## src/rtl/muldiv_unit_pkg.sv

```systemverilog
// muldiv_unit_pkg: shared op and state encodings for the multiply/divide unit
package muldiv_unit_pkg;
   typedef enum logic [1:0] {OP_MULT = 2'd0, OP_MULTU = 2'd1, OP_DIV = 2'd2, OP_DIVU = 2'd3} op_e;
   typedef enum logic [1:0] {IDLE = 2'd0, CALC = 2'd1, FINISH = 2'd2} state_e;
endpackage

```

## src/rtl/muldiv_unit.sv

```systemverilog
// muldiv_unit: iterative one-bit-per-cycle MULT/MULTU/DIV/DIVU with HI/LO registers
module muldiv_unit
   import muldiv_unit_pkg::*;
#(
   parameter int WIDTH = 32
) (
   input  logic             clk,
   input  logic             rst,
   input  logic             start,
   input  logic [1:0]       op,
   input  logic [WIDTH-1:0] operand_a,
   input  logic [WIDTH-1:0] operand_b,
   input  logic             hi_we,
   input  logic             lo_we,
   output logic             busy,
   output logic             done,
   output logic [WIDTH-1:0] hi,
   output logic [WIDTH-1:0] lo
);
   localparam int CW = $clog2(WIDTH);
   state_e             state, state_n;
   op_e                op_r;
   logic [CW-1:0]      cnt;
   logic [2*WIDTH-1:0] acc;
   logic [WIDTH-1:0]   mag_b, a_raw;
   logic               neg_res, neg_rem;
   logic               signed_in, div_r;
   logic [WIDTH-1:0]   mag_a_in, mag_b_in, q_fix, r_fix;
   logic [WIDTH:0]     msum, dsh, ddiff;
   logic [2*WIDTH-1:0] prod_fix;

   assign busy = (state != IDLE);

   // state register
   always_ff @(posedge clk)
      state <= rst ? IDLE : state_n;

   // next state: IDLE -> CALC on start, CALC runs WIDTH iterations, FINISH lasts one cycle
   always_comb begin
      state_n = state;
      state_n = (state == IDLE) ? (start ? CALC : IDLE) :
                (state == CALC) ? ((cnt == CW'(WIDTH - 1)) ? FINISH : CALC) : IDLE;
   end

   // operand magnitudes, one shift-add / restoring-subtract step, and sign correction
   always_comb begin
      signed_in = (op_e'(op) == OP_MULT) || (op_e'(op) == OP_DIV);
      div_r     = (op_r == OP_DIV) || (op_r == OP_DIVU);
      mag_a_in  = (signed_in && operand_a[WIDTH-1]) ? -operand_a : operand_a;
      mag_b_in  = (signed_in && operand_b[WIDTH-1]) ? -operand_b : operand_b;
      msum      = {1'b0, acc[2*WIDTH-1:WIDTH]} + (acc[0] ? {1'b0, mag_b} : '0);
      dsh       = acc[2*WIDTH-1:WIDTH-1];
      ddiff     = dsh - {1'b0, mag_b};
      q_fix     = neg_res ? -acc[WIDTH-1:0] : acc[WIDTH-1:0];
      r_fix     = neg_rem ? -acc[2*WIDTH-1:WIDTH] : acc[2*WIDTH-1:WIDTH];
      prod_fix  = neg_res ? -acc : acc;
   end

   // datapath: operand capture, iteration, HI/LO writes and the done pulse
   always_ff @(posedge clk) begin
      if (rst) begin
         op_r    <= OP_MULT;
         cnt     <= '0;
         acc     <= '0;
         mag_b   <= '0;
         a_raw   <= '0;
         neg_res <= 1'b0;
         neg_rem <= 1'b0;
         hi      <= '0;
         lo      <= '0;
         done    <= 1'b0;
      end else begin
         done <= (state == FINISH);
         if (state == IDLE) begin
            if (hi_we) hi <= operand_a;
            if (lo_we) lo <= operand_a;
            if (start) begin
               op_r    <= op_e'(op);
               cnt     <= '0;
               acc     <= {{WIDTH{1'b0}}, mag_a_in};
               mag_b   <= mag_b_in;
               a_raw   <= operand_a;
               neg_res <= signed_in && (operand_a[WIDTH-1] ^ operand_b[WIDTH-1]);
               neg_rem <= signed_in && operand_a[WIDTH-1];
            end
         end else if (state == CALC) begin
            cnt <= cnt + 1'b1;
            acc <= div_r ? (ddiff[WIDTH] ? {dsh[WIDTH-1:0], acc[WIDTH-2:0], 1'b0}
                                         : {ddiff[WIDTH-1:0], acc[WIDTH-2:0], 1'b1})
                         : {msum, acc[WIDTH-1:1]};
         end else if (div_r) begin
            lo <= (mag_b == '0) ? '1 : q_fix;
            hi <= (mag_b == '0) ? a_raw : r_fix;
         end else begin
            {hi, lo} <= prod_fix;
         end
      end
   end
endmodule
```

## config.mk

```make
export PLATFORM = sky130hd
export DESIGN_NAME = muldiv_unit
export DESIGN_NICKNAME = d
export VERILOG_FILES = /design/src/rtl/muldiv_unit_pkg.sv /design/src/rtl/muldiv_unit.sv
export SDC_FILE = /design/constraint.sdc
export NUM_CORES = 1
export LEC_CHECK = 0
export CAP_MARGIN = 20
export CELL_PAD_IN_SITES_DETAIL_PLACEMENT = 1
export CELL_PAD_IN_SITES_GLOBAL_PLACEMENT = 1
export CORE_MARGIN = 2
export CORE_UTILIZATION = 33
export CTS_CLUSTER_DIAMETER = 150
export DETAILED_ROUTE_END_ITERATION = 8
export GPL_ROUTABILITY_DRIVEN = 0
export PLACE_DENSITY = 0.71
export RECOVER_POWER = 25
export SLEW_MARGIN = 20
export SYNTH_ARGS = -nofsm -noshare
export SYNTH_HDL_FRONTEND = slang
export SYNTH_SLANG_ARGS = --single-unit
```

## constraint.sdc

```tcl
create_clock -name clk -period 10 [get_ports clk]
set_clock_uncertainty 0.1 [all_clocks]
set_input_delay 2 -clock clk [delete_from_list [all_inputs] [get_ports clk]]
set_output_delay 2 -clock clk [all_outputs]
set_load 0.005 [all_outputs]
```

Word level (Yosys, flattened, before mapping):

Index checks and enable logic that the tools add are counted.
Widths: inputs -> output; s select.

* add/sub/neg operators: 8
* reduce and logical (&&, ||, !) cells: 14
* bitwise logic cells: 1
* mux-type cells: 28
* equal/unequal tests: 10

Operators with widths (count)
* $mux 32: 15
* $mux 64: 6
* $neg 32->32: 4
* $neg 64->64: 1
* $add 32x32->33: 1
* $sub 33x32->33: 1
* $logic_not 32->1: 1
* $mux 5: 3
* $eq 2x2->1 const B: 4
* $ne 2x2->1 const B: 4
* $reduce_and 2->1: 4
* $mux 2: 3
* $add 5x1->5 const B: 1
* $eq 5x5->1 const B: 1
* $logic_not 2->1: 2
* $reduce_bool 2->1: 2
* $logic_and 1x1->1: 3
* $eq 2x1->1 const B: 1
* $logic_or 1x1->1: 2
* $mux 1: 1
* $xor 1x1->1: 1

* word-level logic and storage cells: 72
* register bits after elaboration: 204
* bits of input ports: 71
* output and inout bits: 66

Depth between registers and ports, before layout:

* depth after elaboration: 6
* gate-level depth with buffers: 16
* gate-level depth less buffers: 14

Worst setup path before layout:

OpenSTA, ideal clock, no wires.

* path kind: input to register
* from: input port operand_a[2]
* to: register acc[30]
* arrival time: 4.465 ns
* required time: 9.772 ns
* path buffers: 1
* path slack: 5.308 ns
* stages on the path: 11
* path through: clkbuf_1 or4_1 nor4_1 nor2b_1 nand3_1 nor4_1 and3_1 a21oi_1 xor2_1 a222oi_1 nor2_1

* cells in the longest elaborated chain, start to end: 4

Ends and longest elaborated chain
* from (decl): RTL line muldiv_unit.sv:11 `input logic [WIDTH-1:0] operand_a,`
* $neg 32->32: RTL line muldiv_unit.sv:49 `mag_a_in = (signed_in && operand_a[WIDTH-1]) ? -operand_a : operand_a;`
* $mux 32: RTL line muldiv_unit.sv:49
* $mux 64: RTL line muldiv_unit.sv:77 `if (start) begin`
* $mux 64: RTL line muldiv_unit.sv:74 `if (state == IDLE) begin`
* to (signal assigned): RTL line muldiv_unit.sv:80 `acc <= {{WIDTH{1'b0}}, mag_a_in};`
* to (signal assigned): RTL line muldiv_unit.sv:88 `acc <= div_r ? (ddiff[WIDTH] ? {dsh[WIDTH-1:0], acc[WIDTH-2:0], 1'b0}`
* to (decl): RTL line muldiv_unit.sv:24 `logic [2*WIDTH-1:0] acc;`

Every way passes these cells. The select of a mux whose other input is x is not followed.
A chain may end at the register's enable or synchronous reset.

==> flow_summary.json <==
{
  "outcome": "finished with violations",
  "failed_checks": "capacitance limit, slew limit",
  "period_share_pct": 62.50,
  "whs_ps": 350.5,
  "grt_usage_pct": 24.01,
  "ys_types": 85,
  "gr-total-overflow": 0,
  "core_mm2": 0.04755,
  "synth-async-reset-ratio_pct": 0,
  "fin_tns_setup_ps": 0,
  "leakagePower_uw": 0.007001,
  "h-tree-depth": 1,
  "start_kind": "primary input",
  "final_util_pct": 38.61,
  "hold_buffers": 0,
  "cts_tree": "yes",
  "use_met3_pct": 2.647,
  "boundaryPins": 137,
  "cts_resized": 0,
  "cts_sinks": 203,
  "worstHoldPathType": "reg2reg",
  "synth-edff-count": 0,
  "reg2regPathDepth": 14,
  "cts-root-buf": "clkbuf_16",
  "r2r-end": "acc[43]",
  "dp_hpwl_um": 45060,
  "r2r-start": "acc[31]",
  "grt_max_degree": 68,
  "worst_ep_arrival_time_ps": 6590,
  "ir_drop_uv": 105.1,
  "routed_wl_um": 61010,
  "worstPathRequired_ps": 10340,
  "start_util_pct": 33.27,
  "placed_area_mm2": 0.01749,
  "io_buffers": 136,
  "max-clock-path-buffers": 3,
  "cts_setup_buffers": 0,
  "first_global_vias": 16553,
  "clock.fmax_mhz": 160.0,
  "grt_antenna_before_repair": 0,
  "holdPathEnd": "hi[17]",
  "clk_pin_slew_ps": 60,
  "r2r_slack_ps": 4900,
  "min_path_cells": 2,
  "clock_latency_ps": 570,
  "met2_usage_pct": 39.90,
  "crit_fanout": 67,
  "drtIter0Drc": 1096,
  "antennaDiodeCount": 0,
  "postSynthCellCount": 2171,
  "ys_warn_count": 0,
  "crit_path_end_kind": "register",
  "grt_busiest_layer": "met2",
  "setup_violations": 0,
  "die_width_um": 222.9,
  "drc": 0,
  "fin_crit_ps": 6250,
  "slew_headroom_pct": -110.1,
  "stdcell_area_mm2": 0.01836,
  "postRouteAntennaNets": 0,
  "grt_pass1_wl_um": 95420,
  "fin_nets": 2333,
  "grt_setup_unrepaired": "no",
  "vias": 16575,
  "wl_per_cell_um": 21.60,
  "dr.pass1.iters": 7,
  "syn_area_per_cell_um2": 7.285,
  "num_rows": 80,
  "die_area_mm2": 0.04970,
  "worst_pin_slew_ps": 3152,
  "maxCapViolCount": 1,
  "drive_gt1_share_pct": 5.342,
  "ys_seq_area_share_pct": 25.69,
  "cts_made_buffers": 27,
  "syn_to_final_growth_pct": 16.07,
  "yosys_register_bits": 203,
  "drv_slew": 63,
  "syn_nets": 2314,
  "p_total_uw": 2846,
  "finalHoldViolations": 0,
  "synth_ff_type": "dfxtp_1",
  "crit_type": "in2reg",
  "pwr_density_cell_mw_per_mm2": 155.0,
  "fill_cells": 5839,
  "holdCritStartpoint": "hi[17]",
  "via_per_inst": 5.869,
  "use_met1_pct": 31.49,
  "syn-cell-area_mm2": 0.01582,
  "chipHeight_um": 222.9
}
-- flip-flops by register name, summed over array words and instances, names as in the netlist --
name,cells
a_raw,32
hi,32
neg_res,1
op_r,1
done,1
acc,64
mag_b,32
neg_rem,1
lo,32
cnt,5
state,2
-- metal layers --
metal  part of all wire [%]  wire, um
met1                     44     27070
met2                     46     27930
met3                    5.1      3106
met4                    4.8      2905
met5                      0         0
-- where the power goes --
group	leakage (uW)	total, uW	switching [uW]	internal [uW]
Sequential	0.00167	976	95.3	881
Clock	0.000435	961	394	567
Combinational	0.00490	909	559	350
Total	0.00700	2850	1050	1800
-- cells in the final DEF, fill, tap and decap left out, types with 10 or more instances in the layout --
master | Yosys | layout
o21ai_0 | 137 | 137
inv_1 | 69 | 69
o211ai_1 | 47 | 47
xnor2_1 | 101 | 100
or3_1 | 19 | 19
nand4_1 | 17 | 17
a211oi_1 | 56 | 56
xor2_1 | 91 | 91
a22oi_1 | 17 | 17
o221ai_1 | 33 | 33
nand2b_1 | 14 | 14
or4_1 | 13 | 13
nor2_1 | 211 | 207
a221oi_1 | 10 | 10
ha_1 | 70 | 70
buf_4 | 0 | 25
dfxtp_1 | 203 | 201
nand2_1 | 291 | 290
nor4_1 | 26 | 26
dlygate4sd3_1 | 0 | 37
a21o_1 | 19 | 19
clkdlybuf4s50_1 | 0 | 98
nand3_1 | 24 | 24
o31ai_1 | 28 | 28
mux2i_1 | 40 | 40
clkinv_2 | 0 | 10
clkbuf_16 | 0 | 27
o41ai_1 | 15 | 15
nor3_1 | 27 | 26
o21bai_1 | 11 | 11
a21oi_1 | 258 | 256
-- worst max-delay path by stage --
| stage | start | to | slack, ps |
|---|---|---|---|
| finish | rst | acc[62] | 3750 |
| global route | rst | acc[44] | 3380 |
| CTS | operand_a[2] | acc[30] | 4630 |
| detailed placement | operand_a[2] | acc[30] | 4040 |
| global placement | operand_a[2] | acc[30] | 4110 |
| floorplan | operand_a[2] | acc[30] | 5310 |
-- Yosys cell counts (all sizes together), types with 10 or more instances --
| cell | number | share of area (%) |
|---|---|---|
| ha | 70 | 5.5 |
| mux2i | 40 | 2.5 |
| xnor2 | 101 | 5.6 |
| o31ai | 28 | 1.3 |
| nor2b | 10 | 0.40 |
| clkbuf | 152 | 3.7 |
| nand3 | 25 | 0.82 |
| or4 | 16 | 0.81 |
| buf | 19 | 0.67 |
| inv | 70 | 1.7 |
| nand2b | 14 | 0.55 |
| a221oi | 10 | 0.55 |
| o221ai | 33 | 1.8 |
| nand2 | 291 | 6.9 |
| a22oi | 17 | 0.81 |
| a21o | 19 | 0.90 |
| nand4 | 17 | 0.67 |
| o211ai | 47 | 2.2 |
| a211oi | 56 | 2.7 |
| a21oi | 258 | 8.2 |
| o21ai | 141 | 4.5 |
| nor2 | 211 | 5.0 |
| dfxtp | 203 | 26 |
| nor4 | 31 | 1.5 |
| o21bai | 11 | 0.52 |
| nor3 | 28 | 0.92 |
| xor2 | 91 | 5.0 |
| o41ai | 15 | 0.83 |
| or3 | 22 | 0.92 |
-- stage by stage --
step / std cells / setup WS (ps)
6_report: 2824 / 3750
5_1_grt: 2824 / 3378
4_1_cts: 2824 / 4630
3_5_place_dp: 2776 / 4044
3_3_place_gp: 2776 / 4113
2_1_floorplan: 2171 / 5308
-- cell type report --
type	count	area, um2	area share [%]
multi-input combinational	1726	10840	59.06
tap	615	769.5	4.191
inverter	71	267.8	1.458
sequential	203	4069	22.16
clock buffer	33	728.2	3.966
clock inverter	15	138.9	0.7565
timing repair buffer	161	1543	8.403
-- critical path, stage by stage --
cell and delay (ps):
clkbuf_1 2180, buf_4 900, buf_4 630, nor2_4 330
a221o_1 430
-- cell families (layout without fill, tap and decap cells) --
group / after synthesis / in the layout / share of synthesized area [%]
fa+ha+maj: 72 / 72 / 5.791
mux: 46 / 46 / 2.959
compound gates: 709 / 709 / 28.39
simple gates: 707 / 707 / 20.49
flops: 203 / 203 / 25.69
xor+xnor: 192 / 192 / 10.63
buf+inv: 242 / 280 / 6.044
Power figures use the tool's default switching activity.
==> variant 1: new RTL, same settings <==
Re-encode `state_e` (3 states) as one-hot, 3 bits wide.
--- a/src/rtl/muldiv_unit_pkg.sv
+++ b/src/rtl/muldiv_unit_pkg.sv
@@ -2,5 +2,5 @@
 package muldiv_unit_pkg;
    typedef enum logic [1:0] {OP_MULT = 2'd0, OP_MULTU = 2'd1, OP_DIV = 2'd2, OP_DIVU = 2'd3} op_e;
-   typedef enum logic [1:0] {IDLE = 2'd0, CALC = 2'd1, FINISH = 2'd2} state_e;
+   typedef enum logic [2:0] {IDLE = 3'b001, CALC = 3'b010, FINISH = 3'b100} state_e;
 endpackage
 
Function: no difference found for any inputs over 4 cycles, from zero or initial values and one cycle with rst high; so few cycles prove little.
==> variant 1 against the original RTL <==
Area after synthesis fell by 1.3%; power fell by 9.5%; the flow finishes with violations (design-rule violations, max-capacitance violations, max-slew violations); sequential cell count rose by 1; die area fell by 1.3%; clock power rose by 1%; routed wire length fell by 1.2%; worst setup slack got worse by 0.87 ns; final area fell by 0.89%.
==> variant 1: results (changes against the original RTL) <==
* Outcome: complete, but fails checks
* Routed WL per cell at 21.7 um (+0.27%)
* Port buffer count at 136 (unchanged)
* Iteration-0 DRC Markers at 1196 (+9.1%)
* First-pass GRT wire length at 94600 um (-0.85%)
* Slew HR at -112% (-2.1 points)
* H-tree Lvls at 1 (unchanged)
* Placed instance area at 17300 um2 (-0.91%)
* # nets final at 2298 (-1.5%)
* Share of cells above drive strength 1 at 4.87% (-0.47 points)
* Top post-synthesis cells by count: 297 x nand2_1, 216 x a21oi_1, 204 x dfxtp_1
* Remaining DRCs at 16 (+16)
* Area contributors post-synth: dfxtp_1 26%, nand2_1 7.1%, a21oi_1 6.9%
* Drt pass-1 iters at 7 (unchanged)
* Distinct cells, synth at 76 (-11%)
* Max-cap violation count at 3 (+2)
* Leak pwr at 6.83 nW (-2.4%)
* TritonCTS Buffers at 26 (-3.7%)
* Vias in the first global route at 16600 (+0.018%)
* Pin count of the biggest net entering global routing at 94 (+38%)
* Max reg flops at 64 (unchanged)
* Worst Hold Class: flop to flop
* Antenna violations before repair at 0 (unchanged)
* Routed via count at 16300 (-1.4%)
* Warnings from Yosys at 0 (unchanged)
* Failing checks: design-rule violations, max-capacitance violations, max-slew violations
* Final slew viol count at 173 (+170%)
* Post-synthesis sequential area ratio at 26.2% (+0.46 points)
* VDD IR max at 0.0993 mV (-5.5%)
* Global Route Usage Sum at 23.8% (-0.19 points)
* CP max stage delay at 2.33 ns (+0.15 ns)
* Detailed Place HPWL at 44600 um (-1.1%)
* CP arrival at 7.34 ns (+0.75 ns)
variant 1: cell count changes after synthesis, sizes merged, moves of 7 or more:
cell	delta
nand3	+10
a21oi	-42
o21ai	+8
inv	-10
clkbuf	-7
nand4	-7
nor3	+17
a31oi	+7
xnor2	+9
nor2	-23
or4	+8
mux2i	+7
a21o	+10
xor2	-11
variant 1: logic make-up after synthesis:
logic type      share of synthesized area (%)
compound gates                           28.1
buf+inv                                  5.64
xor+xnor                                 10.7
simple gates                             20.4
mux                                      3.23
fa+ha+maj                                5.87
flops                                    26.2
variant 1: power by group:
group / switching [mW] / internal [mW] / total [mW]
sequential: 0.0675 / 0.879 / 0.947
combinational: 0.398 / 0.259 / 0.657
clock: 0.412 / 0.561 / 0.972
total: 0.877 / 1.70 / 2.58
variant 1: metrics by stage:
stage	setup slack [ns]	util (%)	instances	total power [mW]	hold WS, ns
after global routing	2.44	39.0	2782	2.70	0.375
after global placement	4.38	37.1	2734	1.60	0.332
final	2.88	39.0	2782	2.58	0.338
after detailed placement	4.30	37.2	2734	1.62	0.335
after floorplan	5.32	-	2131	1.35	0.317
after CTS	4.87	39.0	2782	2.59	0.344
variant 1: routing by layer:
| metal | share of wire (%) | up-vias | global-route usage (%) |
|---|---|---|---|
| met2 | 46 | 497 | 40.5 |
| met3 | 5.7 | 88 | 3.05 |
| li1 | - | 7736 | - |
| met5 | 0 | - | 0 |
| met4 | 2.7 | 0 | 6.63 |
| met1 | 45 | 8016 | 31.6 |
variant 1: layout make-up:
type	instances	area, um2
clock buffer	31	709
clock inverter	17	165
fill	5828	28500
inverter	60	226
multi-input combinational	1701	10700
sequential	204	4090
tap	607	759
timing repair buffer	162	1540
variant 1: worst min-delay path, cell delays in order (launching register included):
cell and delay, ns:
dfxtp_1 0.31, nand2_1 0.05, nand2_1 0.04
variant 1: worst paths after layout:
path / slack [ns] / start / to / cells after the start
worst max-delay path: 2.88 / rst / hi[20]$_SDFFE_PP0P_ / 7
worst min-delay path: 0.34 / hi[24]$_SDFFE_PP0P_ / hi[24]$_SDFFE_PP0P_ / 2
worst max register to register: 5.23 / acc[31]$_SDFFE_PP0P_ / acc[52]$_SDFFE_PP0P_ / 13
worst min register to register: 0.34 / hi[24]$_SDFFE_PP0P_ / hi[24]$_SDFFE_PP0P_ / 2
==> variant 2: new RTL, same settings <==
Made on the original files. `WIDTH`: 32 -> 16.
--- a/src/rtl/muldiv_unit.sv
+++ b/src/rtl/muldiv_unit.sv
@@ -3,5 +3,5 @@
    import muldiv_unit_pkg::*;
 #(
-   parameter int WIDTH = 32
+   parameter int WIDTH = 16
 ) (
    input  logic             clk,
Ports: changed (resized hi, lo, operand_a and operand_b); port bits go from 137 to 73. No check against the original RTL was run, so the function may have changed too.
==> variant 2 against the original RTL <==
The run still ends with max-capacitance violations, max-slew violations left; clock power fell by 62%; final area fell by 50%; non-clock buffer count fell by 79; power fell by 58%; worst setup slack improved by 1.4 ns; sequential cell count fell by 97; area after synthesis fell by 49%; routed wire length fell by 54%; critical endpoint is now acc[29]$_SDFFE_PP0P_.
==> variant 2: results (changes against the original RTL) <==
* Outcome: complete, but fails checks
* Failing checks: max-capacitance violations, max-slew violations
* Global Route Usage Sum at 22.1% (-1.9 points)
* CP max stage delay at 1.24 ns (-0.94 ns)
* Worst skew pair latency at 0.37 ns (-0.20 ns)
* Adder-Cell Fraction of Synth Area at 6.27% (+0.48 points)
* Post-layout instance area at 9200 um2 (-50%)
* Crit path launch: start
* CP endpoint: acc[29]$_SDFFE_PP0P_
* Area contributors post-synth: dfxtp_1 26%, nand2_1 6.8%, a21oi_1 6.8%
* # nets final at 1187 (-49%)
* Sequential logic power at 0.483 mW (-51%)
* Final slew viol count at 51 (-19%)
* Max reg flops at 32 (-50%)
* Leak pwr at 3.41 nW (-51%)
* Comb pwr share at 29.1% (-2.9 points)
* TritonCTS Buffers at 9 (-67%)
* Reg2Reg Setup Slack at 5.76 ns (+0.86 ns)
* VDD IR max at 0.105 mV (-0.56%)
* Routed via count at 8198 (-51%)
* Worst flop-to-flop path startpoint: acc[15]$_SDFFE_PP0P_
* Fin crit share at 48.2% (-14 points)
* Switch share at 35.4% (-1.5 points)
* Vias in the first global route at 7957 (-52%)
* Share of cells above drive strength 1 at 3.68% (-1.7 points)
* Compound-Gate Fraction of Synth Area at 27.3% (-1.1 points)
* Synth top area share at 26.4% (+0.75 points)
* Syn Area/Cell at 7.34 um2 (+0.69%)
* Post-synthesis sequential area ratio at 26.4% (+0.75 points)
* Pre-CTS setup slack at 5.33 ns (+1.29 ns)
* First-pass GRT wire length at 45200 um (-53%)
* RR Endpoint: acc[25]$_SDFFE_PP0P_
* Crit path max-delay cell type: or2_0
* Pin count of the biggest net entering global routing at 94 (+38%)
* Max-cap violation count at 2 (+1)
* Routed WL per cell at 19.7 um (-9.0%)
* Distinct cells, synth at 64 (-25%)
* CP arrival at 5.02 ns (-1.57 ns)
* CP Max Fanout at 23 (-66%)
* Placed instance area at 8930 um2 (-49%)
* H-tree Lvls at 3 (+2)
* Worst r2r path cells at 10 (-4)
* Worst Tran Pin Value at 1.66 ns (-1.49 ns)
* Top post-synthesis cells by count: 146 x nand2_1, 115 x nor2_1, 109 x a21oi_1
* # fillers at 3057 (-48%)
* Iteration-0 DRC Markers at 561 (-49%)
* Drt via density at 5.70 (-2.9%)
* Drt pass-1 iters at 5 (-2)
* Kind of cell adding the most delay to the critical path: simple AND/OR/NAND/NOR gates
* Port buffer count at 72 (-47%)
* Post-synthesis mux area share at 3.49% (+0.53 points)
* Worst-case clock buffer depth at 2 (-1)
-- variant 2: changes by cell type in the layout (fill, tap and decap cells not counted), moves of 49 or more --
cell     delta
a21oi_1   -149
nand2_1   -144
xor2_1     -55
xnor2_1    -49
dfxtp_1    -96
nor2_1     -92
o21ai_0    -78
-- variant 2: how the worst min path moves through the flow --
stage	start	endpoint	slack [ns]	cells after the start
2_1_floorplan	a_raw[1]$_SDFFE_PP0P_	a_raw[1]$_SDFFE_PP0P_	0.33	2
3_3_place_gp	lo[14]$_SDFFE_PP0P_	lo[14]$_SDFFE_PP0P_	0.34	2
3_5_place_dp	a_raw[11]$_SDFFE_PP0P_	a_raw[11]$_SDFFE_PP0P_	0.35	2
4_1_cts	a_raw[3]$_SDFFE_PP0P_	a_raw[3]$_SDFFE_PP0P_	0.36	2
5_1_grt	lo[14]$_SDFFE_PP0P_	lo[14]$_SDFFE_PP0P_	0.38	2
6_report	a_raw[3]$_SDFFE_PP0P_	a_raw[3]$_SDFFE_PP0P_	0.36	2
-- variant 2: cells by family after synthesis --
logic type,count (synthesis)
and+or+nand+nor,378
adders and majority gates,39
DFF,106
muxes,28
xor gates and xnor gates,87
AOI/OAI and AO/OA,336
buffers and inverters,120
-- variant 2: cell type report --
class	instances	share of cell area, %
multi-input cells	868	59.2
clock buffers	13	2.83
clock inverters	3	0.245
well taps	324	4.40
inverters	42	1.71
repair buffers	82	8.54
flip-flops and latches	106	23.1
-- variant 2: layer usage --
layer | track usage (%) | share of wire, % | routed length (um)
met2 | 35.0 | 45 | 12800
met5 | 0 | 0 | 0
met1 | 31.4 | 49 | 13800
met3 | 2.96 | 4.1 | 1160
met4 | 5.98 | 1.9 | 534
-- variant 2: tightest hold or removal path, stage by stage, from the launching register on --
cell and delay [ns]:
dfxtp_1 0.31, nand2_1 0.05, a21oi_1 0.05
